--- config.mk ---
export PLATFORM = sky130hd
export DESIGN_NAME = id_2ri14_pipe
export DESIGN_NICKNAME = d
export VERILOG_FILES = /design/src/rtl/id_2ri14_pipe.sv
export SDC_FILE = /design/constraint.sdc
export NUM_CORES = 1
export LEC_CHECK = 0
export CORE_AREA = 2 2 166 168
export CTS_BUF_LIST = sky130_fd_sc_hd__clkbuf_8
export DETAILED_ROUTE_END_ITERATION = 7
export DIE_AREA = 0 0 168 170
export PLACE_DENSITY = 0.7
export SYNTH_ARGS = -nofsm -noshare
export SYNTH_HDL_FRONTEND = slang
export SYNTH_SLANG_ARGS = --single-unit
--- constraint.sdc ---
create_clock -name clk -period 2.78 [get_ports clk]
set_clock_uncertainty 0.2 [all_clocks]
set_input_delay 0.278 -clock clk [delete_from_list [all_inputs] [get_ports clk]]
set_output_delay 0.278 -clock clk [all_outputs]
set_load 0.005 [all_outputs]
--- src/rtl/id_2ri14_pipe.sv ---
// Registered multi-lane decode stage for LoongArch 2RI14 instructions (LL.W, SC.W, CSRRD/CSRWR/CSRXCHG).
// A CSR write ends the consumed group and blocks further loads until csr_done reports it retired.
module id_2ri14_pipe #(
  parameter int ISSUE_WIDTH = 2,
  parameter bit ENABLE_LLSC = 1'b1
) (
  input  logic                             clk,
  input  logic                             rst_n,
  input  logic [ISSUE_WIDTH-1:0]           in_valid,
  input  logic [32*ISSUE_WIDTH-1:0]        in_pc,
  input  logic [32*ISSUE_WIDTH-1:0]        in_inst,
  output logic [$clog2(ISSUE_WIDTH+1)-1:0] in_consumed,
  input  logic                             flush,
  input  logic                             csr_done,
  input  logic                             out_ready,
  output logic [ISSUE_WIDTH-1:0]           out_valid,
  output logic [32*ISSUE_WIDTH-1:0]        out_pc,
  output logic [32*ISSUE_WIDTH-1:0]        out_inst,
  output logic [ISSUE_WIDTH-1:0]           out_inst_valid,
  output logic [ISSUE_WIDTH-1:0]           out_exc_ine,
  output logic [8*ISSUE_WIDTH-1:0]         out_aluop,
  output logic [3*ISSUE_WIDTH-1:0]         out_alusel,
  output logic [32*ISSUE_WIDTH-1:0]        out_imm,
  output logic [ISSUE_WIDTH-1:0]           out_reg1_en,
  output logic [ISSUE_WIDTH-1:0]           out_reg2_en,
  output logic [ISSUE_WIDTH-1:0]           out_rd_en,
  output logic [5*ISSUE_WIDTH-1:0]         out_reg1_addr,
  output logic [5*ISSUE_WIDTH-1:0]         out_reg2_addr,
  output logic [5*ISSUE_WIDTH-1:0]         out_rd_addr,
  output logic [ISSUE_WIDTH-1:0]           out_csr_re,
  output logic [ISSUE_WIDTH-1:0]           out_csr_we,
  output logic [ISSUE_WIDTH-1:0]           out_is_priv,
  output logic [14*ISSUE_WIDTH-1:0]        out_csr_addr,
  output logic                             busy_csr
);

  localparam int CW = $clog2(ISSUE_WIDTH+1);

  localparam logic [7:0]  LLW_OPCODE = 8'h20;
  localparam logic [7:0]  SCW_OPCODE = 8'h21;
  localparam logic [7:0]  CSR_OPCODE = 8'h04;
  localparam logic [13:0] CSR_LLBCTL = 14'h060;

  localparam logic [7:0]  ALU_NOP     = 8'h00;
  localparam logic [7:0]  ALU_LLW     = 8'h24;
  localparam logic [7:0]  ALU_SCW     = 8'h25;
  localparam logic [7:0]  ALU_CSRRD   = 8'h60;
  localparam logic [7:0]  ALU_CSRWR   = 8'h61;
  localparam logic [7:0]  ALU_CSRXCHG = 8'h62;

  localparam logic [2:0]  ALU_SEL_NOP        = 3'd0;
  localparam logic [2:0]  ALU_SEL_CSR        = 3'd6;
  localparam logic [2:0]  ALU_SEL_LOAD_STORE = 3'd7;

  typedef struct packed {
    logic        inst_valid;
    logic        exc_ine;
    logic [7:0]  aluop;
    logic [2:0]  alusel;
    logic [31:0] imm;
    logic        reg1_en;
    logic [4:0]  reg1_addr;
    logic        reg2_en;
    logic [4:0]  reg2_addr;
    logic        rd_en;
    logic [4:0]  rd_addr;
    logic        csr_re;
    logic        csr_we;
    logic        is_priv;
    logic [13:0] csr_addr;
  } dec_t;

  typedef enum logic [0:0] {
    S_IDLE     = 1'b0,
    S_WAIT_CSR = 1'b1
  } state_t;

  function automatic dec_t decode(input logic [31:0] inst);
    dec_t       d;
    logic [4:0] rj;
    logic [4:0] rd;
    logic [13:0] si14;
    rj   = inst[9:5];
    rd   = inst[4:0];
    si14 = inst[23:10];
    d         = '0;
    d.aluop   = ALU_NOP;
    d.alusel  = ALU_SEL_NOP;
    d.exc_ine = 1'b1;
    case (inst[31:24])
      LLW_OPCODE, SCW_OPCODE: begin
        if (ENABLE_LLSC) begin
          d.inst_valid = 1'b1;
          d.exc_ine    = 1'b0;
          d.alusel     = ALU_SEL_LOAD_STORE;
          d.aluop      = (inst[31:24] == SCW_OPCODE) ? ALU_SCW : ALU_LLW;
          d.imm        = {{16{si14[13]}}, si14, 2'b00};
          d.reg1_en    = 1'b1;
          d.reg1_addr  = rj;
          d.rd_en      = 1'b1;
          d.rd_addr    = rd;
          d.csr_re     = 1'b1;
          d.csr_addr   = CSR_LLBCTL;
          if (inst[31:24] == SCW_OPCODE) begin
            d.reg2_en   = 1'b1;
            d.reg2_addr = rd;
          end
        end
      end
      CSR_OPCODE: begin
        d.inst_valid = 1'b1;
        d.exc_ine    = 1'b0;
        d.is_priv    = 1'b1;
        d.csr_addr   = si14;
        d.csr_re     = 1'b1;
        d.rd_en      = 1'b1;
        d.rd_addr    = rd;
        d.alusel     = ALU_SEL_CSR;
        // rj selects the flavour: 0 reads only, 1 writes rd, otherwise rj is the write mask.
        if (rj == 5'd0) begin
          d.aluop = ALU_CSRRD;
        end else if (rj == 5'd1) begin
          d.aluop     = ALU_CSRWR;
          d.reg1_en   = 1'b1;
          d.reg1_addr = rd;
          d.csr_we    = 1'b1;
        end else begin
          d.aluop     = ALU_CSRXCHG;
          d.reg1_en   = 1'b1;
          d.reg1_addr = rd;
          d.reg2_en   = 1'b1;
          d.reg2_addr = rj;
          d.csr_we    = 1'b1;
        end
      end
      default: ;
    endcase
    return d;
  endfunction

  dec_t   [ISSUE_WIDTH-1:0] w_dec;
  logic   [ISSUE_WIDTH-1:0] w_take_mask;
  logic   [CW-1:0]          w_take_cnt;
  logic                     w_take_csrw;
  logic                     w_stop;
  logic                     w_load;

  state_t                        r_state;
  logic                          r_busy_csr;
  logic [ISSUE_WIDTH-1:0]        r_out_valid;
  logic [ISSUE_WIDTH-1:0][31:0]  r_pc;
  logic [ISSUE_WIDTH-1:0][31:0]  r_inst;
  dec_t [ISSUE_WIDTH-1:0]        r_dec;

  for (genvar g = 0; g < ISSUE_WIDTH; g++) begin : g_dec
    assign w_dec[g] = decode(in_inst[32*g +: 32]);
  end

  // Take lanes from 0 upward; stop at the first hole or right after the first CSR write.
  always_comb begin
    // NOTE: every variable gets a default before the loop so no path leaves one unassigned (no latch).
    w_take_mask = '0;
    w_take_cnt  = '0;
    w_take_csrw = 1'b0;
    w_stop      = 1'b0;
    for (int i = 0; i < ISSUE_WIDTH; i++) begin
      if (!w_stop && in_valid[i]) begin
        w_take_mask[i] = 1'b1;
        w_take_cnt     = w_take_cnt + CW'(1);
        if (w_dec[i].csr_we) begin
          w_take_csrw = 1'b1;
          w_stop      = 1'b1;
        end
      end else begin
        w_stop = 1'b1;
      end
    end
  end

  assign w_load      = (r_state == S_IDLE) && !flush && ((r_out_valid == '0) || out_ready);
  assign in_consumed = (rst_n && w_load) ? w_take_cnt : '0;

  always_ff @(posedge clk or negedge rst_n) begin
    // NOTE: the payload registers are reset too, so every out_* port reads 0 during and after reset.
    if (!rst_n) begin
      r_state     <= S_IDLE;
      r_busy_csr  <= 1'b0;
      r_out_valid <= '0;
      r_pc        <= '0;
      r_inst      <= '0;
      r_dec       <= '0;
    end else if (flush) begin
      // NOTE: non-blocking assignments so every register samples pre-edge values.
      r_state     <= S_IDLE;
      r_busy_csr  <= 1'b0;
      r_out_valid <= '0;
    end else if (w_load) begin
      r_out_valid <= w_take_mask;
      r_pc        <= in_pc;
      r_inst      <= in_inst;
      r_dec       <= w_dec;
      if (w_take_csrw) begin
        r_state    <= S_WAIT_CSR;
        r_busy_csr <= 1'b1;
      end
    end else begin
      if (out_ready) begin
        r_out_valid <= '0;
      end
      if (r_state == S_WAIT_CSR && csr_done) begin
        r_state    <= S_IDLE;
        r_busy_csr <= 1'b0;
      end
    end
  end

  assign out_valid = r_out_valid;
  assign out_pc    = r_pc;
  assign out_inst  = r_inst;
  assign busy_csr  = r_busy_csr;

  for (genvar g = 0; g < ISSUE_WIDTH; g++) begin : g_out
    assign out_inst_valid[g]       = r_dec[g].inst_valid;
    assign out_exc_ine[g]          = r_dec[g].exc_ine;
    assign out_aluop[8*g +: 8]     = r_dec[g].aluop;
    assign out_alusel[3*g +: 3]    = r_dec[g].alusel;
    assign out_imm[32*g +: 32]     = r_dec[g].imm;
    assign out_reg1_en[g]          = r_dec[g].reg1_en;
    assign out_reg2_en[g]          = r_dec[g].reg2_en;
    assign out_rd_en[g]            = r_dec[g].rd_en;
    assign out_reg1_addr[5*g +: 5] = r_dec[g].reg1_addr;
    assign out_reg2_addr[5*g +: 5] = r_dec[g].reg2_addr;
    assign out_rd_addr[5*g +: 5]   = r_dec[g].rd_addr;
    assign out_csr_re[g]           = r_dec[g].csr_re;
    assign out_csr_we[g]           = r_dec[g].csr_we;
    assign out_is_priv[g]          = r_dec[g].is_priv;
    assign out_csr_addr[14*g +: 14] = r_dec[g].csr_addr;
  end

endmodule

==> flow_metrics.tcl <==
set metrics [dict create \
    period_share 0.9475 \
    power.total_w 0.008561 \
    critPathLaunchType "primary input" \
    count_of_cell_types_in_the_netlist 36 \
    grt_setup_unrepaired "no" \
    portBuffers 417 \
    p_leak_nw 7.087 \
    clk_path_buf_depth 3 \
    hold_crit_path_type "in2reg" \
    initial_antenna_violation_count 0 \
    antenna_cells 0 \
    min_to "out_pc[28]$_DFFE_PN0P_" \
    worstPathMaxFanout 3 \
    synth_mux_area_frac 0 \
    reg2reg_setup_slack_ns 0.49 \
    cp_capture_type "output port" \
    finalSetupViolCount 0 \
    floorplan.initialDensity 0.3588 \
    chipWidth_microns 168 \
    hold_path_startpoint "in_pc[28]" \
    placement.cell_area_sq_um 13920 \
    cts-root-buf "clkbuf_8" \
    totalNegativeSetupSlack_ns 0 \
    synth_async_sr_flop_share 1.000 \
    min_path_cells 3 \
    cellPowerDensity_nw_per_um2 575.9 \
    worst-r2r-cell-count 5 \
    synth-seq-area-share 0.6203 \
    clock_tree_from_tritoncts "done" \
    critical_path.startpoint "in_inst[26]" \
    rows 60 \
    synth-seq-cells 237 \
    synth-adder-area-share 0.001309 \
    place_congestion 0.8206 \
    synth_area_per_cell_sq_um 9.970 \
    timing_max_transition_violations_final 0 \
    synthFlopType "dfrtp_1" \
    cts_made_buffers 43 \
    critical_path.reg2reg.startpoint "out_valid[1]$_DFFE_PN0P_" \
    place_hpwl_microns 21210 \
    synthesized_area_sq_um 9562 \
    crit_required_ns 2.30 \
    drt_drc_violations_left 0 \
    syn_inst 959 \
    period_minus_slack_ns 2.634 \
    mostFrequentLayoutCells "nand2_1, clkdlybuf4s50_1, dfrtp_1, a22o_1, clkbuf_8" \
    fin_nets 1497 \
    critical_path_class "in2out" \
    ioPinCount 428 \
    die_height_microns 170 \
    slew_headroom 0.2912 \
    number_of_hold_violations_in_the_final_report 0 \
    setup_slack_ns 0.1461 \
    design.core.area_sq_um 26650 \
    clock_transition_at_path_regs_ns 0.05 \
    crit-reg2reg-capture "out_reg2_addr[5]$_DFFE_PN0P_" \
    fin_hold_ws_ns 0.07373 \
    final_antenna_net_count 0 \
    grt_pass1_wl_microns 47020 \
    grt_start_max_net_pins 107 \
    crit_arrival_ns 2.16 \
    routed_wire_length_per_instance_microns 17.46 \
    number_of_global_route_vias_before_repair 8444 \
    grt_usage 0.2078 \
    routed-via-count 8244 \
    transition_time_of_the_tightest_slew_check_pin_ns 1.063 \
    synth-xor-area-share 0 \
    post_cts.repair.setup_buffers 0 \
    ir_drop_uv 413.8 \
    design.die.area_sq_um 28560 \
    pre_cts_slack_ns -0.5019 \
    first_pass_iters 5 \
    vias_per_inst 4.763 \
    cts.htree.levels 2 \
    finish.instance_area_sq_um 14860 \
    synth_top_family_by_area "simple AND/OR/NAND/NOR gates" \
    first_iter_violations 482 \
    mostFrequentLayoutCell "nand2_1" \
    clock.fmax_mhz 379.7 \
    cts_num_sinks 237 \
    grt_total_ovfl 0 \
    share_of_layout_cells_above_drive_strength_1 0.08201 \
    synth_edf_count 0 \
    synth-simple-area-share 0.1969 \
    postRouteWirelength_microns 30220 \
    timing.max_cap.violations 0 \
    synth.yosys.warnings 0 \
    outcome "complete, no violations" \
    clock_insertion_delay_at_the_later_pin_of_the_skew_report_ns 0.52 \
    synth-compound-area-share 0.1087 \
    syn2layout_area_growth_pct 55.46 \
]
-- synthesized netlist by cell type (6+ instances only) --
cell type / n / area [sq um]
nand2_1: 431 / 1618
dfrtp_1: 237 / 5931
a22o_1: 64 / 560.5
buf_4: 57 / 427.9
clkbuf_1: 45 / 168.9
o21ai_0: 23 / 115.1
a22oi_1: 14 / 105.1
o21ai_1: 11 / 55.05
nor2_1: 9 / 33.78
a21oi_1: 7 / 35.03
a32oi_1: 7 / 61.31
a21o_1: 6 / 45.04
buf_2: 6 / 30.03
-- per-layer routing --
metal  global-route usage  up-vias  wire, microns
met5                    0        -              0
met4              0.08771        0           1195
met3              0.06093       79           2515
met2               0.3415      378          14320
met1               0.2569     3919          12190
li1                     -     3868              -
-- cells by family after synthesis --
logic type | count (synthesis)
buffers and inverters | 115
other | 1
DFF | 237
adders and majority gates | 1
AOI/OAI and AO/OA | 137
and+or+nand+nor | 468
-- how the worst max path moves through the flow --
stage / endpoint / slack, ns
6_report: in_consumed[0] / 0.15
5_1_grt: in_consumed[0] / 0.09
4_1_cts: in_consumed[0] / 0.01
3_5_place_dp: in_consumed[0] / -0.50
3_3_place_gp: in_consumed[0] / -0.48
2_1_floorplan: in_consumed[0] / 0.41
-- state kept, by name (all words and copies together), names as in the netlist --
signal / flops
out_reg2_addr: 10
out_aluop: 6
out_reg2_en: 2
out_reg1_addr: 10
out_valid: 2
out_alusel: 4
out_pc: 64
out_inst: 64
out_csr_addr: 28
out_rd_addr: 10
out_reg1_en: 2
out_is_priv: 2
out_csr_we: 2
out_imm: 28
busy_csr: 1
out_exc_ine: 2
-- through the flow --
| step | utilization | std cells |
|---|---|---|
| after floorplan | - | 968 |
| after global placement | 0.5225 | 1652 |
| after detailed placement | 0.5225 | 1652 |
| after CTS | 0.5561 | 1727 |
| after global routing | 0.5577 | 1731 |
| final | 0.5577 | 1731 |
-- worst max-delay path: stages --
cell and delay, ns:
clkdlybuf4s50_1 0.49, or3b_4 0.41, a2111oi_4 0.19, buf_4 0.19
nor2_2 0.05, ha_1 0.27, and3_1 0.14, buf_2 0.14
-- layout make-up --
cell class,count,area [sq um]
fillers,2304,11790
flip-flops and latches,237,5931
repair buffers,460,4614
multi-input cells,616,2994
clock buffers,58,798.3
well taps,341,426.7
clock inverters,16,88.84
inverters,3,11.26
-- what timing repair did --
action                                  4_1_cts  5_1_grt
endpoints found under the setup margin        2        2
gates resized for setup                       8        5
hold buffers                                  1        4
pin swaps                                     2        2
hold endpoints to repair                    146        4
-- power by group --
group	leakage, nW	switching, W	internal, W	total [W]
clock	0.508	0.00141	0.00193	0.00335
sequential	3.08	0.000143	0.00371	0.00385
combinational	3.50	0.000611	0.000752	0.00136
total	7.09	0.00217	0.00639	0.00856
(Power assumes the default switching activity.)
